File: config.mk
export PLATFORM = sky130hd
export DESIGN_NAME = gfsk_burst_modulator
export DESIGN_NICKNAME = d
export VERILOG_FILES = /design/src/rtl/gfsk_burst_modulator.sv
export SDC_FILE = /design/constraint.sdc
export NUM_CORES = 1
export LEC_CHECK = 0
export ABC_AREA = 1
export CORE_UTILIZATION = 65
export CTS_BUF_LIST = sky130_fd_sc_hd__clkbuf_4 sky130_fd_sc_hd__clkbuf_8 sky130_fd_sc_hd__clkbuf_16
export DETAILED_ROUTE_END_ITERATION = 7
export DONT_BUFFER_PORTS = 1
export PLACE_DENSITY_LB_ADDON = 0.05
export SYNTH_ARGS = -nofsm -noshare
export SYNTH_HDL_FRONTEND = slang
export SYNTH_SLANG_ARGS = --single-unit
File: constraint.sdc
create_clock -name clk -period 22.9 [get_ports clk]
set_input_delay 3.435 -clock clk [delete_from_list [all_inputs] [get_ports clk]]
set_output_delay 3.435 -clock clk [all_outputs]
set_load 0.02 [all_outputs]
File: src/rtl/gfsk_burst_modulator.sv
// GFSK modulation front end: bit stream -> repeat-upsample -> symmetric Gaussian FIR -> offset/saturate.
// Bursts frame themselves: the delay line is cleared on the first bit and the filter tail is flushed after the last.
module gfsk_burst_modulator #(
   parameter int GAUSS_FILTER_BIT_WIDTH = 6,
   parameter int NUM_TAP_GAUSS_FILTER   = 17,
   parameter int FMOD_BIT_WIDTH         = 8,
   parameter int TAP_INDEX_BIT_WIDTH    = 4
) (
   input  logic                              clk,
   input  logic                              rst,
   input  logic [1:0]                        sps_sel,
   input  logic [FMOD_BIT_WIDTH-1:0]         freq_offset,
   input  logic                              tap_we,
   input  logic [TAP_INDEX_BIT_WIDTH-1:0]    tap_index,
   input  logic [GAUSS_FILTER_BIT_WIDTH-1:0] tap_value,
   input  logic                              phy_bit,
   input  logic                              bit_valid,
   input  logic                              bit_valid_last,
   output logic                              bit_ready,
   output logic [FMOD_BIT_WIDTH-1:0]         fmod,
   output logic                              fmod_valid,
   output logic                              fmod_valid_last,
   output logic                              busy
);
   localparam int G     = GAUSS_FILTER_BIT_WIDTH;
   localparam int N     = NUM_TAP_GAUSS_FILTER;
   localparam int F     = FMOD_BIT_WIDTH;
   localparam int TIW   = TAP_INDEX_BIT_WIDTH;
   localparam int H     = (N - 1) / 2;
   localparam int ACC_W = G + $clog2(N) + 1;
   localparam int SUM_W = ((ACC_W > F) ? ACC_W : F) + 1;
   localparam int CNT_W = ($clog2(N) > 4) ? $clog2(N) : 4;

   localparam logic [CNT_W-1:0]        FLUSH_END = CNT_W'(N - 2);
   localparam logic signed [SUM_W-1:0] SAT_HI    = SUM_W'((2 ** (F - 1)) - 1);
   localparam logic signed [SUM_W-1:0] SAT_LO    = SUM_W'(-(2 ** (F - 1)));

   // Delay-line symbols are two's-complement -1/0/+1 so the filter is pure add/subtract/skip.
   localparam logic [1:0] SYM_ZERO = 2'b00;
   localparam logic [1:0] SYM_POS  = 2'b01;
   localparam logic [1:0] SYM_NEG  = 2'b11;

   typedef enum logic [1:0] {IDLE, RUN, WAIT, FLUSH} state_t;

   state_t                  state_q, state_d;
   logic [CNT_W-1:0]        cnt_q, cnt_d;
   logic [CNT_W-1:0]        sps_m1_q, sps_m1_d;
   logic [CNT_W-1:0]        sps_decode;
   logic signed [F-1:0]     offset_q, offset_d;
   logic                    sym_q, sym_d;
   logic                    last_q, last_d;
   logic                    busy_q, busy_d;
   logic                    ready_q, ready_d;
   logic                    push_q, push_d;
   logic                    push_last_q, push_last_d;
   logic signed [F-1:0]     fmod_q, fmod_d;
   logic                    fmod_valid_q, fmod_valid_d;
   logic                    fmod_last_q, fmod_last_d;
   logic signed [G-1:0]     taps_q [H+1];
   logic signed [G-1:0]     taps_d [H+1];
   logic [1:0]              dl_q [N];
   logic [1:0]              dl_d [N];

   logic [1:0]              push_sym;
   logic                    accept;
   logic signed [ACC_W-1:0] acc;
   logic signed [ACC_W-1:0] tap_ext;
   logic signed [SUM_W-1:0] sum;
   logic signed [F-1:0]     sat_val;

   // Upper half of the filter mirrors the programmable lower half.
   always_comb begin
      acc     = '0;
      tap_ext = '0;
      for (int k = 0; k < N; k++) begin
         tap_ext = ACC_W'(taps_q[(k <= H) ? k : (N - 1 - k)]);
         if (dl_q[k] == SYM_POS) begin
            acc = acc + tap_ext;
         end else if (dl_q[k] == SYM_NEG) begin
            acc = acc - tap_ext;
         end
      end
      sum = SUM_W'(acc) + SUM_W'(offset_q);
      if (sum > SAT_HI) begin
         sat_val = {1'b0, {(F - 1){1'b1}}};
      end else if (sum < SAT_LO) begin
         sat_val = {1'b1, {(F - 1){1'b0}}};
      end else begin
         sat_val = sum[F-1:0];
      end
   end

   always_comb begin
      state_d     = state_q;
      cnt_d       = cnt_q;
      sps_m1_d    = sps_m1_q;
      offset_d    = offset_q;
      sym_d       = sym_q;
      last_d      = last_q;
      busy_d      = busy_q;
      taps_d      = taps_q;
      dl_d        = dl_q;
      push_d      = 1'b0;
      push_sym    = SYM_ZERO;
      push_last_d = 1'b0;
      ready_d     = 1'b0;
      accept      = bit_ready && bit_valid;

      unique case (sps_sel)
         2'd0:    sps_decode = CNT_W'(1);
         2'd1:    sps_decode = CNT_W'(3);
         2'd2:    sps_decode = CNT_W'(7);
         default: sps_decode = CNT_W'(15);
      endcase

      // Out-of-range indices match no register, so such writes drop out naturally.
      if (state_q == IDLE && !busy_q && tap_we) begin
         for (int i = 0; i <= H; i++) begin
            if (tap_index == TIW'(i)) begin
               taps_d[i] = tap_value;
            end
         end
      end

      unique case (state_q)
         IDLE: begin
            if (accept) begin
               state_d  = RUN;
               cnt_d    = '0;
               sps_m1_d = sps_decode;
               offset_d = freq_offset;
               sym_d    = phy_bit;
               last_d   = bit_valid_last;
               busy_d   = 1'b1;
               for (int k = 0; k < N; k++) begin
                  dl_d[k] = SYM_ZERO;
               end
            end else if (fmod_last_q) begin
               busy_d = 1'b0;
            end
         end
         RUN: begin
            push_d   = 1'b1;
            push_sym = sym_q ? SYM_POS : SYM_NEG;
            if (cnt_q == sps_m1_q) begin
               cnt_d = '0;
               if (last_q) begin
                  state_d = FLUSH;
               end else if (accept) begin
                  sym_d  = phy_bit;
                  last_d = bit_valid_last;
               end else begin
                  state_d = WAIT;
               end
            end else begin
               cnt_d = cnt_q + CNT_W'(1);
            end
         end
         WAIT: begin
            if (accept) begin
               state_d = RUN;
               cnt_d   = '0;
               sym_d   = phy_bit;
               last_d  = bit_valid_last;
            end
         end
         FLUSH: begin
            push_d = 1'b1;
            if (cnt_q == FLUSH_END) begin
               push_last_d = 1'b1;
               state_d     = IDLE;
               cnt_d       = '0;
            end else begin
               cnt_d = cnt_q + CNT_W'(1);
            end
         end
         default: state_d = IDLE;
      endcase

      if (push_d) begin
         dl_d[0] = push_sym;
         for (int k = 1; k < N; k++) begin
            dl_d[k] = dl_q[k-1];
         end
      end

      unique case (state_d)
         IDLE, WAIT: ready_d = 1'b1;
         RUN:        ready_d = (cnt_d == sps_m1_d) && !last_d;
         default:    ready_d = 1'b0;
      endcase

      fmod_valid_d = push_q;
      fmod_last_d  = push_last_q;
      fmod_d       = push_q ? sat_val : '0;
   end

   always_ff @(posedge clk) begin
      if (!rst) begin
         state_q      <= IDLE;
         cnt_q        <= '0;
         sps_m1_q     <= '0;
         offset_q     <= '0;
         sym_q        <= 1'b0;
         last_q       <= 1'b0;
         busy_q       <= 1'b0;
         ready_q      <= 1'b1;
         push_q       <= 1'b0;
         push_last_q  <= 1'b0;
         fmod_q       <= '0;
         fmod_valid_q <= 1'b0;
         fmod_last_q  <= 1'b0;
         taps_q       <= '{default: '0};
         dl_q         <= '{default: SYM_ZERO};
      end else begin
         state_q      <= state_d;
         cnt_q        <= cnt_d;
         sps_m1_q     <= sps_m1_d;
         offset_q     <= offset_d;
         sym_q        <= sym_d;
         last_q       <= last_d;
         busy_q       <= busy_d;
         ready_q      <= ready_d;
         push_q       <= push_d;
         push_last_q  <= push_last_d;
         fmod_q       <= fmod_d;
         fmod_valid_q <= fmod_valid_d;
         fmod_last_q  <= fmod_last_d;
         taps_q       <= taps_d;
         dl_q         <= dl_d;
      end
   end

   assign bit_ready       = rst && ready_q;
   assign fmod            = fmod_q;
   assign fmod_valid      = fmod_valid_q;
   assign fmod_valid_last = fmod_last_q;
   assign busy            = busy_q;

endmodule

Yosys cells after proc, flatten, opt, wreduce, memory -nomap -nowiden
Cells that the tools add are included.
{ "totals": {"reg_bits": 124, "out_inout_bits": 12} }
{ "op_classes": {"n_addsub": 35, "magnitude_cmp": 2, "n_eq_ne": 54, "n_mux": 68, "bitwise_logic": 2, "reduce_logical": 34} }
{ "ops": {"columns": ["cell", "n"], "rows": [
  ["12-bit 2-to-1 mux", 34],
  ["12-bit by 6-bit adder with 12-bit output", 16],
  ["12-bit by 6-bit subtractor with 12-bit output", 16],
  ["34-bit 2-to-1 mux", 3],
  ["2-bit == test (second input constant)", 21],
  ["2-bit by 1-bit == test with 1-bit output (second input constant)", 20],
  ["2-bit AND reduction", 14],
  ["5-bit 2-to-1 mux", 5],
  ["4-bit by 3-bit == test with 1-bit output (second input constant)", 4],
  ["5-bit case mux with 3 select lines", 1],
  ["2-bit 2-to-1 mux", 7],
  ["12-bit by 8-bit adder with 13-bit output", 1],
  ["13-bit by 8-bit > comparator with 1-bit output (second input constant)", 1],
  ["13-bit by 8-bit less-than comparator with 1-bit output (second input constant)", 1],
  ["4-bit case mux with 3 select lines", 1],
  ["1-bit 2-to-1 mux", 11],
  ["5-bit == test", 2],
  ["4-bit by 2-bit == test with 1-bit output (second input constant)", 2],
  ["8-bit 2-to-1 mux", 1],
  ["2-bit nonzero test", 4],
  ["7-bit 2-to-1 mux", 1],
  ["1-bit by 6-bit subtractor with 7-bit output (first input constant)", 1],
  ["2-bit zero test", 3],
  ["1-bit case mux with 2 select lines", 3],
  ["13 further kinds", 22]
]} }

Depth between registers and ports, before layout
{ "logic_depth": {"ltp_word": 55, "depth_mapped": 133, "mapped_depth_nobuf": 132} }

Least setup slack after synthesis
No wires, ideal clock.
{ "synth_timing": {"path_kind": "reg2reg", "startpoint": "register taps_q, in the netlist tap_ext[1]", "endpoint": "register fmod_q[2], in the netlist fmod[2]", "setup_ns": 0.137, "arrival_time_ns": 18.713, "required_time_ns": 22.763, "slack_ns": 4.050, "stages_incl_launch_ff": 91, "path_buffers": 0, "cell_sequence": "dfxtp_1 inv_1 ha_1 inv_1 o21ai_0 inv_1 fa_1 nand2_1 o21ai_0 inv_1 o21ai_0 inv_1 fa_1 nand2_1 inv_1 o21ai_0 o211a_1 ha_1 (+55 left out) a31oi_1 ha_1 inv_1 nor2_1 nor2_1 xor2_1 a221oi_1 ha_1 xor2_1 a221oi_1 ha_1 inv_1 or2_2 nand2_1 nor3_1 and3_1 o21ai_0 o21ai_0"} }
{ "synth_via": {"elab_chain_cells": 55, "elab_cells_between_ends": 72, "classes_between": "add/sub: 34; order compare: 2; mux: 36"} }
{ "synth_rtl": {"columns": ["item", "line_no", "source"], "rows": [
  ["start, declared", "59", "logic signed [G-1:0] taps_q [H+1];"],
  ["start signal, assigned", "229", "taps_q <= taps_d;"],
  ["1-bit by 6-bit subtractor with 7-bit output", "80", "acc = acc - tap_ext;"],
  ["12-bit 2-to-1 mux", "79", "end else if (dl_q[k] == SYM_NEG) begin"],
  ["12-bit 2-to-1 mux", "77", "if (dl_q[k] == SYM_POS) begin"],
  ["12-bit by 6-bit subtractor with 12-bit output", "80", null],
  ["12-bit 2-to-1 mux", "79", null],
  ["12-bit 2-to-1 mux", "77", null],
  ["12-bit by 6-bit subtractor with 12-bit output", "80", null],
  ["12-bit 2-to-1 mux", "79", null],
  ["(+39 left out)", null, null],
  ["12-bit 2-to-1 mux", "77", null],
  ["12-bit by 6-bit subtractor with 12-bit output", "80", null],
  ["12-bit 2-to-1 mux", "79", null],
  ["12-bit 2-to-1 mux (*)", "77", null],
  ["12-bit by 8-bit adder with 13-bit output (*)", "83", "sum = SUM_W'(acc) + SUM_W'(offset_q);"],
  ["13-bit by 8-bit less-than comparator with 1-bit output", "86", "end else if (sum < SAT_LO) begin"],
  ["8-bit 2-to-1 mux", "86", null],
  ["7-bit 2-to-1 mux (*)", "84", "if (sum > SAT_HI) begin"],
  ["end signal, assigned", "226", "fmod_q <= fmod_d;"],
  ["end, declared", "56", "logic signed [F-1:0] fmod_q, fmod_d;"]
]} }
Every way passes the cells marked *; elsewhere a longest branch is shown, timed or not.
A chain may end at the register's enable or synchronous reset.

Final worst setup path
Same ends and word-level chain as after synthesis.

==> flow_summary.toml <==
[run_status]
outcome = "complete, no violations"

[global_route]
antenna_found_initial = 0
grt_pass1_vias = 21950
grt_max_degree = 71
grt_overflow = 0
grt_pass1_wl_um = 106000
grt_usage_pct = 36.1

[cts]
cts_setup_buffers = 0
root_buffer = "clkbuf_16"
cts_tree = "yes"
cts.sinks = 124
clk_pin_slew_worst_paths_ns = 0.06
ctsLongestPathBuffers = 2
cts_buffers = 17
htreeDepth = 4
clk_latency_ns = 0.43

[timing]
tightest_slew_ns = 1.04
drv_slew = 0
totalNegativeSetupSlack_ns = 0
grt_setup_unrepaired = "no"
holdWs_ns = 0.425
fmax_ghz = 0.0464
fin_crit_sh_pct = 94.0
clock_skew_ns = 0.0106
setup_viol = 0
max_slew_margin_pct = 30.4
period_minus_slack_ns = 21.53
hold_viol_final = 0

[critical_path]
crit_path_max_incr_delay_ns = 0.62
critical-path-slowest-cell = "a221oi_1"
cp_max_fo = 8
path_class = "flip-flop to flip-flop"
crit_required_ns = 23.19
critPathLaunchType = "flip-flop"
critPathMostFrequentCell = "inv_1"
arrival_ns = 21.82
endpoint_kind = "flip-flop"

[routing]
drt_pass1_iterations = 7
ant_nets = 0
viasPerCell = 5.97
drt_iter0_drc = 1852
wl_per_cell_um = 16.6
postRouteWirelength_um = 64600
route.detailed.drc = 0
vias = 23233

[finish]
antennaDiodeCount = 0
num-nets-final = 3862
fill_cells = 2981
area_growth_pct = 4.78
fin_util_pct = 69.5
fin_cells = 3891
drive_gt1_share_pct = 4.88

[die]
fp.dieW_um = 187
ios = 38
die_area_um2 = 35100
rows = 67
die_h_um = 187
core_area_um2 = 33700
start_util_pct = 66.3

[logic_synthesis]
synth_common_cells = "inv_1, nand2_1, nor2_1, ha_1, a21oi_1"
synthMostInstantiatedCell = "inv_1"
synth_edf_count = 0
synth_area_leaders = "ha_1, dfxtp_1, inv_1, nand2_1, a21oi_1"
ys_warn_count = 0
synth_flop_cell = "dfxtp_1"
netlist_area_um2 = 22300
synth_area_leader_cell = "ha_1"
synth_cell_types = 56
async_flop_share_pct = 0
synth_seq_area_share_pct = 11.1
syn_inst = 3479
synth-seq-cells = 124
syn_avg_cell_area_um2 = 6.42
synth_top_area_share_pct = 20.9
syn_nets = 3911

[min_path]
holdCritPathClass = "flip-flop to flip-flop"

[power_and_ir_drop]
power.density_nw_per_um2 = 34.3
irDropWorstVdd_mv = 0.0549
leakage_nw = 12.6

[placed_design]
finalWeightedCongestion = 0.941
dp.cells = 3859
port_buffers = 0
dp_hpwl_um = 51900

[flow_run]
max_cap_viol_count = 0
[worst max-delay path: cells and delay by family (launching register included)]
family,cells,cell delay (ns)
adder cells (fa/ha/maj),18,7.48
buffers and inverters,21,2.15
flip-flops,1,0.40
AO/OA/AOI/OAI,20,4.97
AND/OR/NAND/NOR,30,5.76
multiplexers,1,0.18
XOR/XNOR,4,0.43
[per-stage QoR]
step / total power (W) / area (µm²) / worst slack (ns)
after floorplan: 0.000462 / 22300 / 4.05
after global placement: 0.000508 / 22600 / 1.03
after detailed placement: 0.000518 / 22600 / 0.0947
after CTS: 0.000796 / 23300 / 0.0515
after global routing: 0.000852 / 23400 / 0.00810
final: 0.000804 / 23400 / 1.37
[flip-flops by register name (all words and copies together) (netlist names)]
register and count:
busy 1, cnt_q 5, dl_q 34, fmod 8
fmod_last_d 1, fmod_valid 1, fmod_valid_d 1, fmod_valid_last 1
last_q 1, offset_q 8, ready_q 1, sps_m1_q 5
state_q 2, sym_q 1, tap_ext 6, taps_q 48
[timing repair]
action / in CTS / in global routing
setup endpoints to repair: 0 / 8
gates resized for setup: 0 / 28
hold buffers: 0 / 0
[layout by cell type (no fill, tap or decap), types with 13 or more instances in the layout]
| cell type | synthesis | layout |
|---|---|---|
| o21ai_0 | 297 | 295 |
| nand2_1 | 508 | 508 |
| o31ai_1 | 27 | 26 |
| nand4_1 | 14 | 14 |
| ha_1 | 373 | 373 |
| fa_1 | 33 | 33 |
| nand3b_1 | 14 | 14 |
| a21oi_1 | 362 | 362 |
| nor3_1 | 16 | 16 |
| o211a_1 | 20 | 20 |
| clkbuf_16 | 0 | 17 |
| clkinv_1 | 14 | 14 |
| inv_2 | 13 | 13 |
| or2_2 | 29 | 29 |
| xnor2_1 | 16 | 16 |
| nor2_1 | 408 | 408 |
| inv_1 | 551 | 551 |
| nand3_1 | 181 | 181 |
| dfxtp_1 | 124 | 124 |
| o21bai_1 | 56 | 56 |
| xor2_1 | 135 | 135 |
| nand3_2 | 30 | 30 |
| a221oi_1 | 39 | 19 |
| a221oi_2 | 0 | 20 |
| o32ai_1 | 31 | 31 |
[path summary, 6_finish.rpt]
path	from	to	slack [ns]	depth (start not counted)
min	fmod_last_d	fmod_valid_last	0.42	2
max	tap_ext[1]	fmod[2]	1.37	94
min reg2reg	fmod_last_d	fmod_valid_last	0.42	2
max reg2reg	tap_ext[1]	fmod[2]	1.37	94
[area by class of cell]
cell class	instances	area, µm²	share of cell area (%)
repair buffers	12	90.1	0.385
inverters	578	2170	9.27
clock buffers	17	425	1.82
multi-input cells	2697	17500	74.7
clock inverters	15	188	0.802
flip-flops and latches	124	2480	10.6
well taps	448	561	2.39
[metal layers]
| metal | track usage, % | up-vias | share of wire [%] |
|---|---|---|---|
| li1 | - | 11490 | - |
| met1 | 46.8 | 10742 | 44 |
| met2 | 62.7 | 883 | 47 |
| met3 | 3.23 | 118 | 5.9 |
| met4 | 11.9 | 0 | 2.9 |
| met5 | 0 | - | 0 |
[kinds of logic (layout without fill, tap and decap cells)]
logic type,Yosys count,in the layout,synth area share [%]
AO/OA/AOI/OAI,908,908,24.0
XOR/XNOR,151,151,5.92
adder cells (fa/ha/maj),406,406,23.8
buffers and inverters,658,622,11.3
flip-flops,124,124,11.1
multiplexers,5,5,0.224
AND/OR/NAND/NOR,1227,1227,23.7
[where the power goes]
part,switching [W],internal [W]
Clock,0.000106,0.000172
Combinational,0.000190,0.000105
Sequential,0.00000782,0.000222
Total,0.000305,0.000499
(Power assumes the default switching activity.)
